File: config.mk
export PLATFORM = sky130hd
export DESIGN_NAME = fir_coef_reload_ctrl_flat
export DESIGN_NICKNAME = d
export VERILOG_FILES = /design/src/rtl/fir_coef_reload_ctrl_pkg.sv /design/src/rtl/fir_coef_reload_ctrl_if.sv /design/src/rtl/fir_coef_reload_ctrl_ram.sv /design/src/rtl/fir_coef_reload_ctrl.sv /design/src/flat_wrapper.sv
export SDC_FILE = /design/constraint.sdc
export NUM_CORES = 1
export LEC_CHECK = 0
export ABC_AREA = 1
export CORE_MARGIN = 1.5
export CORE_UTILIZATION = 60
export DETAILED_ROUTE_END_ITERATION = 16
export PLACE_DENSITY = 0.78
export REMOVE_ABC_BUFFERS = 1
export SETUP_SLACK_MARGIN = 0.15
export SLEW_MARGIN = 0
export SYNTH_ARGS = -nofsm -noshare
export SYNTH_HDL_FRONTEND = slang
export SYNTH_HIERARCHICAL = 1
export SYNTH_SLANG_ARGS = --single-unit
File: constraint.sdc
create_clock -name clk_i -period 4.21 [get_ports clk_i]
set_input_delay 0.421 -clock clk_i [delete_from_list [all_inputs] [get_ports clk_i]]
set_output_delay 0.421 -clock clk_i [all_outputs]
set_load 0.01 [all_outputs]
File: src/rtl/fir_coef_reload_ctrl_pkg.sv
// Shared constants for the FIR coefficient reload controller: default widths,
// FSM state encoding and error-flag bit positions.
package fir_coef_reload_ctrl_pkg;

   localparam int NUM_TAPS_DEF = 32;
   localparam int COEF_W_DEF   = 16;
   localparam int CFG_W_DEF    = 8;

   typedef enum logic [2:0] {
      ST_IDLE   = 3'd0,
      ST_PREF   = 3'd1,
      ST_STREAM = 3'd2,
      ST_CFG    = 3'd3,
      ST_DONE   = 3'd4
   } state_e;

   // err_o bit positions
   localparam int ERR_TLAST_MISSING = 0;
   localparam int ERR_TLAST_UNEXP   = 1;
   localparam int ERR_WR_BUSY       = 2;
   localparam int ERR_W             = 3;

endpackage

File: src/rtl/fir_coef_reload_ctrl_if.sv
// AXI-Stream pair toward the FIR compiler: reload packet channel and config channel.
interface fir_coef_reload_ctrl_if
   import fir_coef_reload_ctrl_pkg::*;
#(
   parameter int COEF_W = COEF_W_DEF,
   parameter int CFG_W  = CFG_W_DEF
);
   logic [COEF_W-1:0] reload_tdata;
   logic              reload_tvalid;
   logic              reload_tlast;
   logic              reload_tready;
   logic [CFG_W-1:0]  config_tdata;
   logic              config_tvalid;
   logic              config_tready;

   modport master (
      output reload_tdata, reload_tvalid, reload_tlast, config_tdata, config_tvalid,
      input  reload_tready, config_tready
   );

   modport slave (
      input  reload_tdata, reload_tvalid, reload_tlast, config_tdata, config_tvalid,
      output reload_tready, config_tready
   );
endinterface

File: src/rtl/fir_coef_reload_ctrl_ram.sv
// Coefficient bank: simple dual-port RAM, one write port, one read port with a
// registered (1-cycle) read. No reset so it maps onto block/distributed RAM.
module fir_coef_reload_ctrl_ram #(
   parameter  int NUM_TAPS = 32,
   parameter  int COEF_W   = 16,
   localparam int AW       = $clog2(NUM_TAPS)
) (
   input  logic              clk_i,
   input  logic              we_i,
   input  logic [AW-1:0]     waddr_i,
   input  logic [COEF_W-1:0] wdata_i,
   input  logic              re_i,
   input  logic [AW-1:0]     raddr_i,
   output logic [COEF_W-1:0] rdata_o
);
   logic [COEF_W-1:0] mem_q [NUM_TAPS];
   logic [COEF_W-1:0] rdata_q;

   // write port and registered read port
   always_ff @(posedge clk_i) begin
      if (we_i) mem_q[waddr_i] <= wdata_i;
      if (re_i) rdata_q <= mem_q[raddr_i];
   end

   assign rdata_o = rdata_q;
endmodule

File: src/rtl/fir_coef_reload_ctrl.sv
// Streams the coefficient bank to the FIR reload channel as one packet, then
// issues one config word. A 2-entry prefetch buffer with a fall-through path
// from the RAM output hides the read latency, so beats flow back to back and
// stalls never lose or repeat a word.
module fir_coef_reload_ctrl
   import fir_coef_reload_ctrl_pkg::*;
#(
   parameter  int NUM_TAPS = NUM_TAPS_DEF,
   parameter  int COEF_W   = COEF_W_DEF,
   parameter  int CFG_W    = CFG_W_DEF,
   localparam int AW       = $clog2(NUM_TAPS)
) (
   input  logic                  clk_i,
   input  logic                  rstn_i,
   input  logic                  coef_wr_en_i,
   input  logic [AW-1:0]         coef_wr_addr_i,
   input  logic [COEF_W-1:0]     coef_wr_data_i,
   input  logic                  reload_start_i,
   input  logic [CFG_W-1:0]      cfg_sel_i,
   fir_coef_reload_ctrl_if.master m_axis,
   input  logic                  event_tlast_missing_i,
   input  logic                  event_tlast_unexpected_i,
   input  logic                  err_clr_i,
   output logic                  busy_o,
   output logic                  done_o,
   output logic [ERR_W-1:0]      err_o
);
   state_e            state_q, state_d;
   logic [AW-1:0]     rd_ptr_q, rd_ptr_d;
   logic              rd_done_q, rd_done_d;
   logic              inflight_q, inflight_d;
   logic              inflight_last_q, inflight_last_d;
   logic [1:0]        cnt_q, cnt_d;
   logic [COEF_W-1:0] ent_data_q [2];
   logic [COEF_W-1:0] ent_data_d [2];
   logic              ent_last_q [2];
   logic              ent_last_d [2];
   logic [CFG_W-1:0]  cfg_q, cfg_d;
   logic [ERR_W-1:0]  err_q, err_d;

   logic [COEF_W-1:0] ram_rdata;
   logic              ram_we;
   logic              rd_issue;
   logic              busy;
   logic              rel_tvalid;
   logic              head_last;
   logic              pop;
   logic              pop_fifo;
   logic              push_fifo;
   logic [1:0]        cnt_pop;

   fir_coef_reload_ctrl_ram #(
      .NUM_TAPS (NUM_TAPS),
      .COEF_W   (COEF_W)
   ) u_ram (
      .clk_i   (clk_i),
      .we_i    (ram_we),
      .waddr_i (coef_wr_addr_i),
      .wdata_i (coef_wr_data_i),
      .re_i    (rd_issue),
      .raddr_i (rd_ptr_q),
      .rdata_o (ram_rdata)
   );

   // state register
   always_ff @(posedge clk_i or negedge rstn_i) begin
      if (!rstn_i) state_q <= ST_IDLE;
      else         state_q <= state_d;
   end

   // head-of-stream view: buffered entry first, else the word arriving from RAM
   always_comb begin
      busy       = (state_q == ST_PREF) || (state_q == ST_STREAM) || (state_q == ST_CFG);
      rel_tvalid = (state_q == ST_STREAM) && ((cnt_q != 2'd0) || inflight_q);
      head_last  = (cnt_q != 2'd0) ? ent_last_q[0] : inflight_last_q;
      pop        = rel_tvalid && m_axis.reload_tready;
   end

   // next-state logic
   always_comb begin
      state_d = state_q;
      unique case (state_q)
         ST_IDLE:   if (reload_start_i) state_d = ST_PREF;
         ST_PREF:   state_d = ST_STREAM;
         ST_STREAM: if (pop && head_last) state_d = ST_CFG;
         ST_CFG:    if (m_axis.config_tready) state_d = ST_DONE;
         ST_DONE:   state_d = ST_IDLE;
         default:   state_d = ST_IDLE;
      endcase
   end

   // prefetch: a read is issued only if its word is sure to find a free slot
   always_comb begin
      rd_ptr_d        = rd_ptr_q;
      rd_done_d       = rd_done_q;
      cfg_d           = cfg_q;
      ent_data_d      = ent_data_q;
      ent_last_d      = ent_last_q;
      pop_fifo        = pop && (cnt_q != 2'd0);
      push_fifo       = inflight_q && !(pop && (cnt_q == 2'd0));
      cnt_pop         = cnt_q - {1'b0, pop_fifo};
      if (pop_fifo) begin
         ent_data_d[0] = ent_data_q[1];
         ent_last_d[0] = ent_last_q[1];
      end
      if (push_fifo) begin
         ent_data_d[cnt_pop[0]] = ram_rdata;
         ent_last_d[cnt_pop[0]] = inflight_last_q;
      end
      cnt_d           = cnt_pop + {1'b0, push_fifo};
      rd_issue        = ((state_q == ST_PREF) || (state_q == ST_STREAM)) && !rd_done_q
                        && (cnt_d <= 2'd1);
      inflight_d      = rd_issue;
      inflight_last_d = rd_issue && (rd_ptr_q == AW'(NUM_TAPS - 1));
      // rd_ptr parks on the last tap; only a new start rewinds it
      if (rd_issue) begin
         if (rd_ptr_q == AW'(NUM_TAPS - 1)) rd_done_d = 1'b1;
         else                               rd_ptr_d  = rd_ptr_q + AW'(1);
      end
      if ((state_q == ST_IDLE) && reload_start_i) begin
         rd_ptr_d   = '0;
         rd_done_d  = 1'b0;
         cfg_d      = cfg_sel_i;
         cnt_d      = 2'd0;
         inflight_d = 1'b0;
      end
   end

   // sticky error flags; a new event beats a simultaneous clear
   always_comb begin
      err_d                    = err_clr_i ? '0 : err_q;
      err_d[ERR_TLAST_MISSING] = err_d[ERR_TLAST_MISSING] | event_tlast_missing_i;
      err_d[ERR_TLAST_UNEXP]   = err_d[ERR_TLAST_UNEXP]   | event_tlast_unexpected_i;
      err_d[ERR_WR_BUSY]       = err_d[ERR_WR_BUSY]       | (coef_wr_en_i && busy);
      ram_we                   = coef_wr_en_i && !busy;
   end

   // datapath registers
   always_ff @(posedge clk_i or negedge rstn_i) begin
      if (!rstn_i) begin
         rd_ptr_q        <= '0;
         rd_done_q       <= 1'b0;
         inflight_q      <= 1'b0;
         inflight_last_q <= 1'b0;
         cnt_q           <= 2'd0;
         ent_data_q[0]   <= '0;
         ent_data_q[1]   <= '0;
         ent_last_q[0]   <= 1'b0;
         ent_last_q[1]   <= 1'b0;
         cfg_q           <= '0;
         err_q           <= '0;
      end else begin
         rd_ptr_q        <= rd_ptr_d;
         rd_done_q       <= rd_done_d;
         inflight_q      <= inflight_d;
         inflight_last_q <= inflight_last_d;
         cnt_q           <= cnt_d;
         ent_data_q      <= ent_data_d;
         ent_last_q      <= ent_last_d;
         cfg_q           <= cfg_d;
         err_q           <= err_d;
      end
   end

   // outputs decoded from state and the prefetch head
   always_comb begin
      m_axis.reload_tvalid = rel_tvalid;
      m_axis.reload_tlast  = rel_tvalid && head_last;
      m_axis.reload_tdata  = '0;
      if (rel_tvalid) m_axis.reload_tdata = (cnt_q != 2'd0) ? ent_data_q[0] : ram_rdata;
      m_axis.config_tvalid = (state_q == ST_CFG);
      m_axis.config_tdata  = cfg_q;
      busy_o               = busy;
      done_o               = (state_q == ST_DONE);
      err_o                = err_q;
   end
endmodule
File: src/flat_wrapper.sv
// flat-port wrapper written by rule: the top's interface ports become plain ports
module fir_coef_reload_ctrl_flat import fir_coef_reload_ctrl_pkg::*;
#(
   parameter  int NUM_TAPS = NUM_TAPS_DEF,
   parameter  int COEF_W   = COEF_W_DEF,
   parameter  int CFG_W    = CFG_W_DEF,
   localparam int AW       = $clog2(NUM_TAPS)
)
  (clk_i, rstn_i, coef_wr_en_i, coef_wr_addr_i, coef_wr_data_i, reload_start_i, cfg_sel_i, event_tlast_missing_i, event_tlast_unexpected_i, err_clr_i, busy_o, done_o, err_o, m_axis_reload_tdata, m_axis_reload_tvalid, m_axis_reload_tlast, m_axis_config_tdata, m_axis_config_tvalid, m_axis_reload_tready, m_axis_config_tready);
  fir_coef_reload_ctrl_if #(.COEF_W(COEF_W), .CFG_W(CFG_W)) m_axis_i ();
  input  logic clk_i;
  input  logic rstn_i;
  input  logic coef_wr_en_i;
  input  logic [AW-1:0] coef_wr_addr_i;
  input  logic [COEF_W-1:0] coef_wr_data_i;
  input  logic reload_start_i;
  input  logic [CFG_W-1:0] cfg_sel_i;
  input  logic event_tlast_missing_i;
  input  logic event_tlast_unexpected_i;
  input  logic err_clr_i;
  output logic busy_o;
  output logic done_o;
  output logic [ERR_W-1:0] err_o;
  output wire logic [$bits(m_axis_i.reload_tdata)-1:0] m_axis_reload_tdata;
  output wire logic [$bits(m_axis_i.reload_tvalid)-1:0] m_axis_reload_tvalid;
  output wire logic [$bits(m_axis_i.reload_tlast)-1:0] m_axis_reload_tlast;
  output wire logic [$bits(m_axis_i.config_tdata)-1:0] m_axis_config_tdata;
  output wire logic [$bits(m_axis_i.config_tvalid)-1:0] m_axis_config_tvalid;
  input wire logic [$bits(m_axis_i.reload_tready)-1:0] m_axis_reload_tready;
  input wire logic [$bits(m_axis_i.config_tready)-1:0] m_axis_config_tready;
  assign m_axis_reload_tdata = m_axis_i.reload_tdata;
  assign m_axis_reload_tvalid = m_axis_i.reload_tvalid;
  assign m_axis_reload_tlast = m_axis_i.reload_tlast;
  assign m_axis_config_tdata = m_axis_i.config_tdata;
  assign m_axis_config_tvalid = m_axis_i.config_tvalid;
  assign m_axis_i.reload_tready = m_axis_reload_tready;
  assign m_axis_i.config_tready = m_axis_config_tready;
  fir_coef_reload_ctrl #(.NUM_TAPS(NUM_TAPS), .COEF_W(COEF_W), .CFG_W(CFG_W)) u_core (.clk_i(clk_i), .rstn_i(rstn_i), .coef_wr_en_i(coef_wr_en_i), .coef_wr_addr_i(coef_wr_addr_i), .coef_wr_data_i(coef_wr_data_i), .reload_start_i(reload_start_i), .cfg_sel_i(cfg_sel_i), .m_axis(m_axis_i), .event_tlast_missing_i(event_tlast_missing_i), .event_tlast_unexpected_i(event_tlast_unexpected_i), .err_clr_i(err_clr_i), .busy_o(busy_o), .done_o(done_o), .err_o(err_o));
endmodule
# Word-level counts from Yosys, hierarchy flattened
# Memories as Yosys holds them, arrays and structs flattened. A register that Yosys moved wholly into a read port is not among the register bits.
# Cells that the tools add are included.
# classes
n_mux	28
n_bitwise	4
n_lt_le_gt_ge	3
n_div	0
multipliers	0
n_addsub	3
n_reduce_logical	28
shift	0
n_eq_ne	9
# ops
cell	n
$mux W16	4
$bwmux W32	1
$mux W32	1
$demux W16 S1	1
$mux W5	3
$logic_and A1 B1 Y1	14
$mux W3	4
$pmux W3 S4	1
$mux W1	9
$eq A3 B2 Y1 const B	2
$reduce_bool A2 Y1	3
$add A5 B1 Y5 const B	1
$eq A5 B5 Y1 const B	1
$mux W2	2
$ne A2 B1 Y1 const B	2
$ne A2 B2 Y1 const B	2
$reduce_and A2 Y1	2
$eq A3 B1 Y1 const B	1
$eq A3 B3 Y1 const B	1
$logic_not A1 Y1	3
$logic_not A3 Y1	1
$logic_or A1 B1 Y1	3
$or A1 B1 Y1	3
$reduce_and A3 Y1	1
other kinds (9)	9
# totals
ramBits	512
memories	1
latchBits	0
wordCells	88
regBits	58
rom_bits	0
output_inout_bits	32
input_bits	38
# mem_list
memory	words	width	rd	rd_ports_with_merged_regs	write_ports	line_no	text
u_core.u_ram.mem_q	32	16	1	1	1	fir_coef_reload_ctrl_ram.sv:16	logic [COEF_W-1:0] mem_q [NUM_TAPS];

# Logic depth before layout (Yosys ltp)
# Gate-level depths: netlist (run 1).
# logic_depth
word_depth	13
ltp_mapped	15
depth_no_buf	14

# Modules after synthesis
# Netlist (run 1), hierarchy kept.
# modules_own_cells
module	instances	seq_area_each_um2	cells_per_inst	area_each_um2
fir_coef_reload_ctrl_ram	1	15855.2	1794	21461.8
fir_coef_reload_ctrl	1	1451.4	374	2985.4

# Least setup slack after synthesis (run 1)
# Ideal clock, no wire load.
# synth_path
kind	flip-flop to flip-flop
startpoint	register u_core.state_q[0]
endpoint	register u_core.u_ram.rdata_q[0] (netlist: u_core/u_ram/rdata_o[0]) (read register of u_core.u_ram.mem_q), enable pin
setup_time_ns	0.364
required_ns	3.846
path_stages_with_launch	13
path_slack_ns	1.640
t_arrival_ns	2.206
synth_period_minus_slack_ns	2.570
path_buffers	1
cell_sequence	dfrtp_1 > nor2_2 > nand2_1 > a21oi_4 > nand2_4 > nor2_8 > clkbuf_8 > ha_1 > inv_1 > nand3_1 > nand2_1 > nand3_1 > inv_1
# synth_via
elab_chain_cells	9
word_cells_on_any_way	14
classes_between	add/sub (2); order compare (1); eq/ne (2); reduce/logical (9)
# synth_rtl
item	line_no	text
from (decl)	fir_coef_reload_ctrl.sv:28	state_e state_q, state_d;
from (signal assigned)	fir_coef_reload_ctrl.sv:68	else state_q <= state_d;
$eq A3 B2 Y1 *	fir_coef_reload_ctrl.sv:74	rel_tvalid = (state_q == ST_STREAM) && ((cnt_q != 2'd0) || inflight_q);
$logic_and A1 B1 Y1 *	fir_coef_reload_ctrl.sv:74	
net m_axis_reload_tvalid	flat_wrapper.sv:25	output wire logic [$bits(m_axis_i.reload_tvalid)-1:0] m_axis_reload_tvalid;
$logic_and A1 B1 Y1 *	fir_coef_reload_ctrl.sv:76	pop = rel_tvalid && m_axis.reload_tready;
branches (longest 3 deep; another with $sub A2 B1 Y2)	--	
$add A2 B1 Y2 *	fir_coef_reload_ctrl.sv:110	cnt_d = cnt_pop + {1'b0, push_fifo};
$le A2 B1 Y1 *	fir_coef_reload_ctrl.sv:112	&& (cnt_d <= 2'd1);
$logic_and A1 B1 Y1 *	fir_coef_reload_ctrl.sv:112	
net u_core.rd_issue	fir_coef_reload_ctrl.sv:43	logic rd_issue;
to (decl)	fir_coef_reload_ctrl_ram.sv:17	logic [COEF_W-1:0] rdata_q;
# Mark *: on every way through the listed nets, which the timed path passes.
# A chain may end at the register's enable or synchronous reset.

# Worst setup path in the final report (run 1)
# layout_path
startpoint	register u_core.state_q[0]
endpoint	output m_axis_reload_tdata[13]
# layout_via
elab_chain_cells	3
# layout_rtl
item	line_no	text
$eq A3 B2 Y1	fir_coef_reload_ctrl.sv:74	
$logic_and A1 B1 Y1	fir_coef_reload_ctrl.sv:74	
$mux W16	fir_coef_reload_ctrl.sv:170	if (rel_tvalid) m_axis.reload_tdata = (cnt_q != 2'd0) ? ent_data_q[0] : ram_rdata;
to (decl)	flat_wrapper.sv:24	output wire logic [$bits(m_axis_i.reload_tdata)-1:0] m_axis_reload_tdata;
# Every way passes these cells.

==> key figures, run 1 <==
Logic synthesis
  • Mean Syn Cell Area: 11.3 µm²
  • Sequential share of the synthesized area: between 70% and 80%
  • Synth unique cells: 37
  • Syn Std Cell Area: 24400 µm²
  • Ys Warns: 6
  • Synth Register Bits: 586
  • Syn Inst Count: between 2000 and 2500
  • Commonest register cell after synthesis: edfxtp_1
  • Async set or reset register ratio after synthesis: roughly a tenth
  • Post-synth EDFFs: roughly 530

Routing
  • Via-per-instance ratio: 5.93
  • Post-Route WL: between 50000 and 60000 µm
  • Pre-antenna DRT Iters: 6
  • ANT nets after route: 0
  • DRC: 0
  • DRT iter0 DRCs: about 2100
  • WL per Instance: between 20 and 25 µm
  • Vias: ~17000

Power and ir drop
  • Switch share: roughly 36%
  • Internal Dissipation: 11.8 mW
  • Seq pwr share: 38.7%
  • Pwr Density: about 670 nW/µm²
  • LEAKAGE: approximately 10 nW
  • P_sw: roughly 6.6 mW
  • Clock power frac: around 28%
  • Power consumption: around 18 mW
  • Worst vdd ir: 0.595 mV
  • Combinational share of power: 32.8%

Worst setup path
  • CP startpoint kind: flop
  • Max FO, Critical Path: 17
  • R2r worst-path depth: 9
  • WP data required: about 3.8 ns
  • Reg2reg start: u_core/state_q[0]
  • R2R setup slack: 1.19 ns
  • Critical path class: reg -> out
  • Arr. time, crit path: 2.66 ns
  • Crit. End Element: output pin

Finish
  • Share of cells above drive strength 1: approximately 7.4%
  • Nets: ~2300
  • Fill cell count: roughly 2700
  • P&R area growth vs syn: 12.2%
  • Util after Layout: roughly two thirds
  • Number of diodes: 0
  • Post-route cell area: roughly 27000 µm²

Timing
  • F_max: about 330 MHz
  • Setup Viol. Count Final: 0
  • Worst slew pin tran: 1.34 ns
  • WHS: about 0.37 ns
  • Worst setup slack after layout: 1.13 ns
  • Hold Fails Final Rpt: 0
  • Max-Slew Margin vs Limit: 10.9%
  • Post-layout minimum cycle time: 3.08 ns
  • Setup Skew: 0.0180 ns
  • Fin crit share: 73.1%
  • Slew Viols, Final: 0
  • RSZ-0062 raised after global routing: false

CTS
  • TritonCTS buffer count: 58
  • H-tree depth: 2
  • CTS tree: built
  • Clock tree sinks: around 590
  • Number of gates resized after cts: 0
  • Clock Pin Slew Worst Setup and Hold Paths: 0.06 ns
  • Clock Tree Buf Depth: 3
  • Root Driver: clkbuf_16
  • Clock latency on the worst-skew pair: 0.61 ns

Placed design
  • Placed cell area: 25500 µm²
  • GPL Wtd Cong: 0.840
  • Port bufs: 69
  • DP Wirelength: 31400 µm
  • DP Worst Slack: about 1.1 ns

Global routing
  • Initial antenna violation count: 0
  • First-pass GRT wire length: 90700 µm
  • Gr usage total: 28.6%
  • Largest net degree at the start of global routing: between 200 and 250
  • Total grt overflow: 0
  • Vias in the first global route: 16400

Die
  • Num ports: 70
  • Die area: between 40000 and 50000 µm²
  • Core Box Area: approximately 40000 µm²
  • Starting Density: 61.1%
  • Die W: 205 µm
  • Die height: 205 µm
  • Row cnt: 73

Min path
  • HP Start: cfg_sel_i[5]
  • Worst Hold End: u_core/m_axis.config_tdata[5]
  • WHS Path Cells: 3
  • Hold Path Class: in -> reg

Status
  • Status: finished clean

Job
  • Max cap viols: 0
[power by group through the flow]
stage | sequential (mW) | clock, mW | combinational [mW]
2_1_floorplan | 7.51 | 0 | 3.60
3_3_place_gp | 7.20 | 0 | 5.61
3_5_place_dp | 7.22 | 0 | 5.83
4_1_cts | 7.11 | 5.28 | 5.93
5_1_grt | 7.15 | 5.50 | 6.60
6_report | 7.11 | 5.25 | 6.02
[logic make-up after synthesis]
family	after synthesis	share of synthesized area, %
AND/OR/NAND/NOR	1306	22.5
flip-flops	586	70.8
buffers and inverters	193	4.55
AO/OA/AOI/OAI	76	1.86
adder cells (fa/ha/maj)	4	0.205
XOR/XNOR	3	0.107
[stage by stage]
step                cells  setup TNS, ns
finish               2810              0
global route         2810              0
CTS                  2810              0
detailed placement   2701              0
global placement     2701              0
floorplan            2047         -53.18
[per-layer routing]
layer | share of wire [%] | up-vias | global-route usage, %
met5 | 0 | - | 0
met1 | 38 | 8005 | 38.9
met3 | 11 | 135 | 4.23
met2 | 48 | 960 | 46.8
li1 | - | 7565 | -
met4 | 3.4 | 0 | 11.4
[repair_timing]
| action | CTS | global route |
|---|---|---|
| hold buffers | 1 | 0 |
| endpoints found under the hold margin | 58 | 0 |
| setup buffers | 0 | 0 |
[flip-flops by register name, indices dropped and copies added, names as in the netlist, named ones only]
register / count
u_core/u_ram/mem_q: 512
u_core/ent_data_q: 16
u_core/u_ram/rdata_o: 16
u_core/m_axis.config_tdata: 8
u_core/rd_ptr_q: 5
u_core/err_o: 3
u_core/state_q: 3
u_core/cnt_q: 2
u_core/ent_last_q: 1
u_core/inflight_last_q: 1
u_core/inflight_q: 1
u_core/rd_done_q: 1
[Yosys cell counts (3+ instances only)]
| cell type | count | area share [%] |
|---|---|---|
| edfxtp_1 | 528 | 65 |
| inv_2 | 4 | 0.061 |
| ha_1 | 4 | 0.20 |
| o211ai_2 | 4 | 0.20 |
| buf_6 | 26 | 1.2 |
| o21ai_0 | 31 | 0.63 |
| nand2_1 | 808 | 12 |
| dfrtp_1 | 58 | 5.9 |
| clkbuf_1 | 25 | 0.38 |
| o21ai_1 | 8 | 0.16 |
| o21ai_2 | 3 | 0.11 |
| inv_1 | 65 | 1.0 |
| buf_1 | 3 | 0.046 |
| nand3_1 | 408 | 8.4 |
| nor2_1 | 76 | 1.2 |
| buf_4 | 28 | 0.86 |
| buf_2 | 36 | 0.74 |
| a21oi_1 | 20 | 0.41 |
| o211ai_1 | 7 | 0.21 |
[worst max-delay path, stage by stage (launching register included)]
cell and delay (ns):
dfrtp_1 0.42, nor2_2 0.16, nand2_1 0.10, a21oi_4 0.18, clkinv_1 0.37, nor2_1 0.26, clkdlybuf4s50_1 0.56
[placed cells by master, fill, tap and decap left out, types with 5 or more instances in the layout]
cell	Yosys	routed
o211ai_1	7	7
clkbuf_16	0	58
dfrtp_1	58	55
buf_12	1	5
nand3_1	408	408
bufinv_16	0	9
clkinv_2	0	8
buf_4	28	55
inv_1	65	64
nand2_1	808	808
edfxtp_1	528	528
clkbuf_1	25	17
o21ai_0	31	31
nor2_1	76	76
clkdlybuf4s50_1	0	68
o21ai_1	8	8
clkinv_1	2	11
a21oi_1	20	20
[layout make-up]
class	instances	area, µm²	area share [%]
Clock inverter	32	405	1.48
Timing Repair Buffer	130	1210	4.41
Multi-Input combinational cell	1389	6030	22.0
Clock buffer	76	1530	5.58
Inverter	72	278	1.01
Sequential cell	586	17300	63.1
Tap cell	525	657	2.40
[worst max path at each step]
| stage | start | end | slack (ns) | cells past startpoint |
|---|---|---|---|---|
| after CTS | u_core/state_q[2] | m_axis_reload_tdata[13] | 1.09 | 6 |
| after global routing | u_core/state_q[2] | flop | 0.93 | 9 |
| after global placement | coef_wr_en_i | u_core/u_ram/mem_q[21][7] | 1.19 | 6 |
| after floorplan | u_core/rd_ptr_q[0] | u_core/u_ram/rdata_o[0] | -2.79 | 9 |
| final | u_core/state_q[0] | m_axis_reload_tdata[13] | 1.13 | 6 |
| after detailed placement | m_axis_reload_tready | flop | 1.14 | 7 |
Note: power is estimated with default switching activity, not from simulation.
==> run 2, diff against run 1 <==
--- a/config.mk
+++ b/config.mk
@@ -7,9 +7,9 @@
 export LEC_CHECK = 0
 export ABC_AREA = 1
 export CORE_MARGIN = 1.5
-export CORE_UTILIZATION = 60
+export CORE_UTILIZATION = 55
 export DETAILED_ROUTE_END_ITERATION = 16
-export PLACE_DENSITY = 0.78
+export PLACE_DENSITY = 0.75
 export REMOVE_ABC_BUFFERS = 1
 export SETUP_SLACK_MARGIN = 0.15
 export SLEW_MARGIN = 0
==> constraint.sdc (replaced) <==
create_clock -name clk_i -period 2.7 [get_ports clk_i]
set_input_delay 0.27 -clock clk_i [delete_from_list [all_inputs] [get_ports clk_i]]
set_output_delay 0.27 -clock clk_i [all_outputs]
set_load 0.01 [all_outputs]
==> key figures, run 2 (synthesis results as in run 1) <==
Power and ir drop
  • Worst vdd ir: 0.631 mV (was 0.595 mV)
  • LEAKAGE: 10.7 nW (was 10.5 nW)
  • Pwr Density: 1030 nW/µm² (was 670 nW/µm²)

Worst setup path
  • Max FO, Critical Path: 8 (was 17)
  • Setup crit start: u_core/state_q[2] (was u_core/state_q[0])
  • R2R setup slack: 0.22 ns (was 1.19 ns)
  • CP Cell Sequence: nor2_2 -> nand2_1 -> a21oi_4 -> inv_4 -> nor2_1 -> clkdlybuf4s50_1 (was nor2_2 -> nand2_1 -> a21oi_4 -> clkinv_1 -> nor2_1 -> clkdlybuf4s50_1)
  • Worst path max stage delay: 0.54 ns (was 0.56 ns)
  • Arr. time, crit path: 2.27 ns (was 2.66 ns)
  • Critical path class: reg -> out (unchanged)
  • Reg2reg start: u_core/state_q[2] (was u_core/state_q[0])
  • Worst path bufs/invs: 2 (unchanged)
  • CP startpoint kind: flop (unchanged)
  • Slowest-stage cell, CP: clkdlybuf4s50_1 (unchanged)
  • R2r worst-path depth: 13 (was 9)
  • WP data required: 2.43 ns (was 3.79 ns)
  • RR Endpoint: u_core/u_ram/rdata_o[12]
  • Crit. End Element: output pin (unchanged)
  • Family with the most delay on the worst path: buffers and inverters (unchanged)

CTS
  • Clock Pin Slew Worst Setup and Hold Paths: 0.06 ns (about the same)
  • Root Driver: clkbuf_16 (unchanged)
  • Clock latency on the worst-skew pair: 0.62 ns (was 0.61 ns)
  • TritonCTS buffer count: 58 (unchanged)
  • Clock Tree Buf Depth: 3 (unchanged)
  • Clock tree sinks: 586 (unchanged)
  • CTS tree: built (unchanged)
  • H-tree depth: 2 (unchanged)

Timing
  • Setup Skew: 0.0205 ns (was 0.0180 ns)
  • Slew Viols, Final: 0 (unchanged)
  • Max-Slew Margin vs Limit: 24.7% (was 10.9%)
  • Worst slew pin tran: 1.13 ns (was 1.34 ns)
  • RSZ-0062 raised after global routing: true (was false)
  • Hold Fails Final Rpt: 0 (unchanged)
  • Fin crit share: 94.1%
  • F_max: between 300 and 400 MHz
  • Worst setup slack after layout: 0.159 ns (was 1.13 ns)
  • Post-layout minimum cycle time: around 2.5 ns
  • Setup TNS: 0 ns (unchanged)
  • Setup Viol. Count Final: 0 (unchanged)

Min path
  • Hold Path Class: in -> reg (unchanged)
  • WHS Path Cells: 3 (unchanged)
  • Worst Hold End: u_core/m_axis.config_tdata[1] (was u_core/m_axis.config_tdata[5])
  • HP Start: cfg_sel_i[1] (was cfg_sel_i[5])

Finish
  • Largest Register: u_core/u_ram/mem_q (unchanged)
  • Most frequent cells in the layout: nand2_1, edfxtp_1, nand3_1 (unchanged)
  • Share of cells above drive strength 1: 9.17% (was 7.40%)
  • P&R area growth vs syn: 13.7% (was 12.2%)
  • Number of diodes: 0 (unchanged)
  • Util after Layout: 63.2% (was 68.5%)
  • Final Non-Filler Cells: 2916 (was 2810)
  • Commonest non-fill, non-tap cell in the layout: nand2_1 (unchanged)
  • Number of flip-flops in the largest register: 512 (unchanged)
  • Nets: 2316 (was 2279)

Global routing
  • Grt met1 use: 35.1% (was 38.9%)
  • Vias in the first global route: 15900 (was 16400)
  • Met2 Use GR: 40.8% (was 46.8%)
  • Total grt overflow: 0 (unchanged)
  • Initial antenna violation count: 1 (was 0)
  • Busiest layer in global routing: met2 (unchanged)
  • Largest net degree at the start of global routing: 154 (was 244)
  • Gr usage total: 25.6% (was 28.6%)
  • First-pass GRT wire length: 88100 µm (was 90700 µm)
  • Grt met3 use: 4.91% (was 4.23%)

Routing
  • WL per Instance: 19.8 µm (was 20.8 µm)
  • Vias: 16500 (was 16700)
  • DRC: 0 (unchanged)
  • Pre-antenna DRT Iters: 5 (was 6)
  • ANT nets after route: 0 (unchanged)
  • DRT iter0 DRCs: 2106 (was 2138)
  • Post-Route WL: 57800 µm (was 58600 µm)
  • Via-per-instance ratio: 5.67 (was 5.93)

Placed design
  • Port bufs: 69 (unchanged)
  • DP Wirelength: 33900 µm (was 31400 µm)
  • DP Worst Slack: 0.302 ns (was 1.14 ns)
  • GPL Wtd Cong: 0.848 (was 0.840)
  • Inst Count DP: 2798 (was 2701)

Job
  • Max cap viols: 0 (unchanged)

Die
  • Die height: 214 µm (was 205 µm)
  • Starting Density: 55.5% (was 61.1%)
  • Die W: 214 µm (was 205 µm)
  • Row cnt: 77 (was 73)
  • Core Box Area: 44000 µm² (was 40000 µm²)
  • Die area: 45700 µm² (was 42000 µm²)
  • Num ports: 70 (unchanged)

Status
  • Status: finished clean (unchanged)
## run 2: layout make-up
cell class                 count  area, µm²
multi-input combinational   1389       6030
fill                        3280      16200
timing repair buffer         166       1540
tap                          592        741
timing repair inverter         1       6.26
sequential                   586      17300
inverter                      72        288
clock buffer                  74       1540
clock inverter                36        348
## run 2: report_power, final
| part | switching, mW | leakage (nW) | internal, mW |
|---|---|---|---|
| combinational | 6.65 | 4.34 | 3.05 |
| sequential | 0.375 | 5.47 | 10.7 |
| clock | 3.36 | 0.923 | 4.61 |
| total | 10.4 | 10.7 | 18.3 |
## run 2: worst max path at each step
stage,end,slack (ns),cells past startpoint
after floorplan,u_core/u_ram/rdata_o[0],-4.30,9
after global placement,u_core/u_ram/mem_q[17][14],0.35,7
after detailed placement,u_core/u_ram/mem_q[17][14],0.30,7
after CTS,m_axis_reload_tdata[15],0.08,6
after global routing,m_axis_reload_tdata[9],0.06,6
final,m_axis_reload_tdata[15],0.16,6
## run 2: metrics by stage
step,hold slack [ns],power [mW],instance area (µm²)
6_report,0.204,28.7,27800
2_1_floorplan,-0.0256,16.5,23600
5_1_grt,0.198,30.2,27800
4_1_cts,0.178,28.6,27800
3_5_place_dp,0.462,20.6,25800
3_3_place_gp,0.453,20.3,25800
## run 2: repair_timing
action | CTS | global route
pin swaps | 1 | 1
hold buffers | 1 | 0
hold endpoints to repair | 58 | 0
setup endpoints to repair | 17 | 27
cloned | 1 | 0
buffers inserted | 3 | 3
gates resized for setup | 11 | 8
## run 2: worst reg2reg max path: stages, from the launching register on
cell     delay [ns]
dfrtp_1        0.43
nor2_2         0.18
nand2_1        0.11
a21oi_4        0.21
buf_4          0.17
nand2_4        0.07
nor2_8         0.09
ha_1           0.27
inv_2          0.10
nand3_1        0.10
nand2_1        0.07
nand3_1        0.10
inv_1          0.12
buf_12         0.15
## run 2: per-layer routing
layer  vias up  wire length (µm)  part of all wire, %
li1       7648                 -                    -
met1      7941             23500                   41
met2       830             26900                   47
met3       124              5380                  9.3
met4         0              1970                  3.4
met5         -                 0                    0
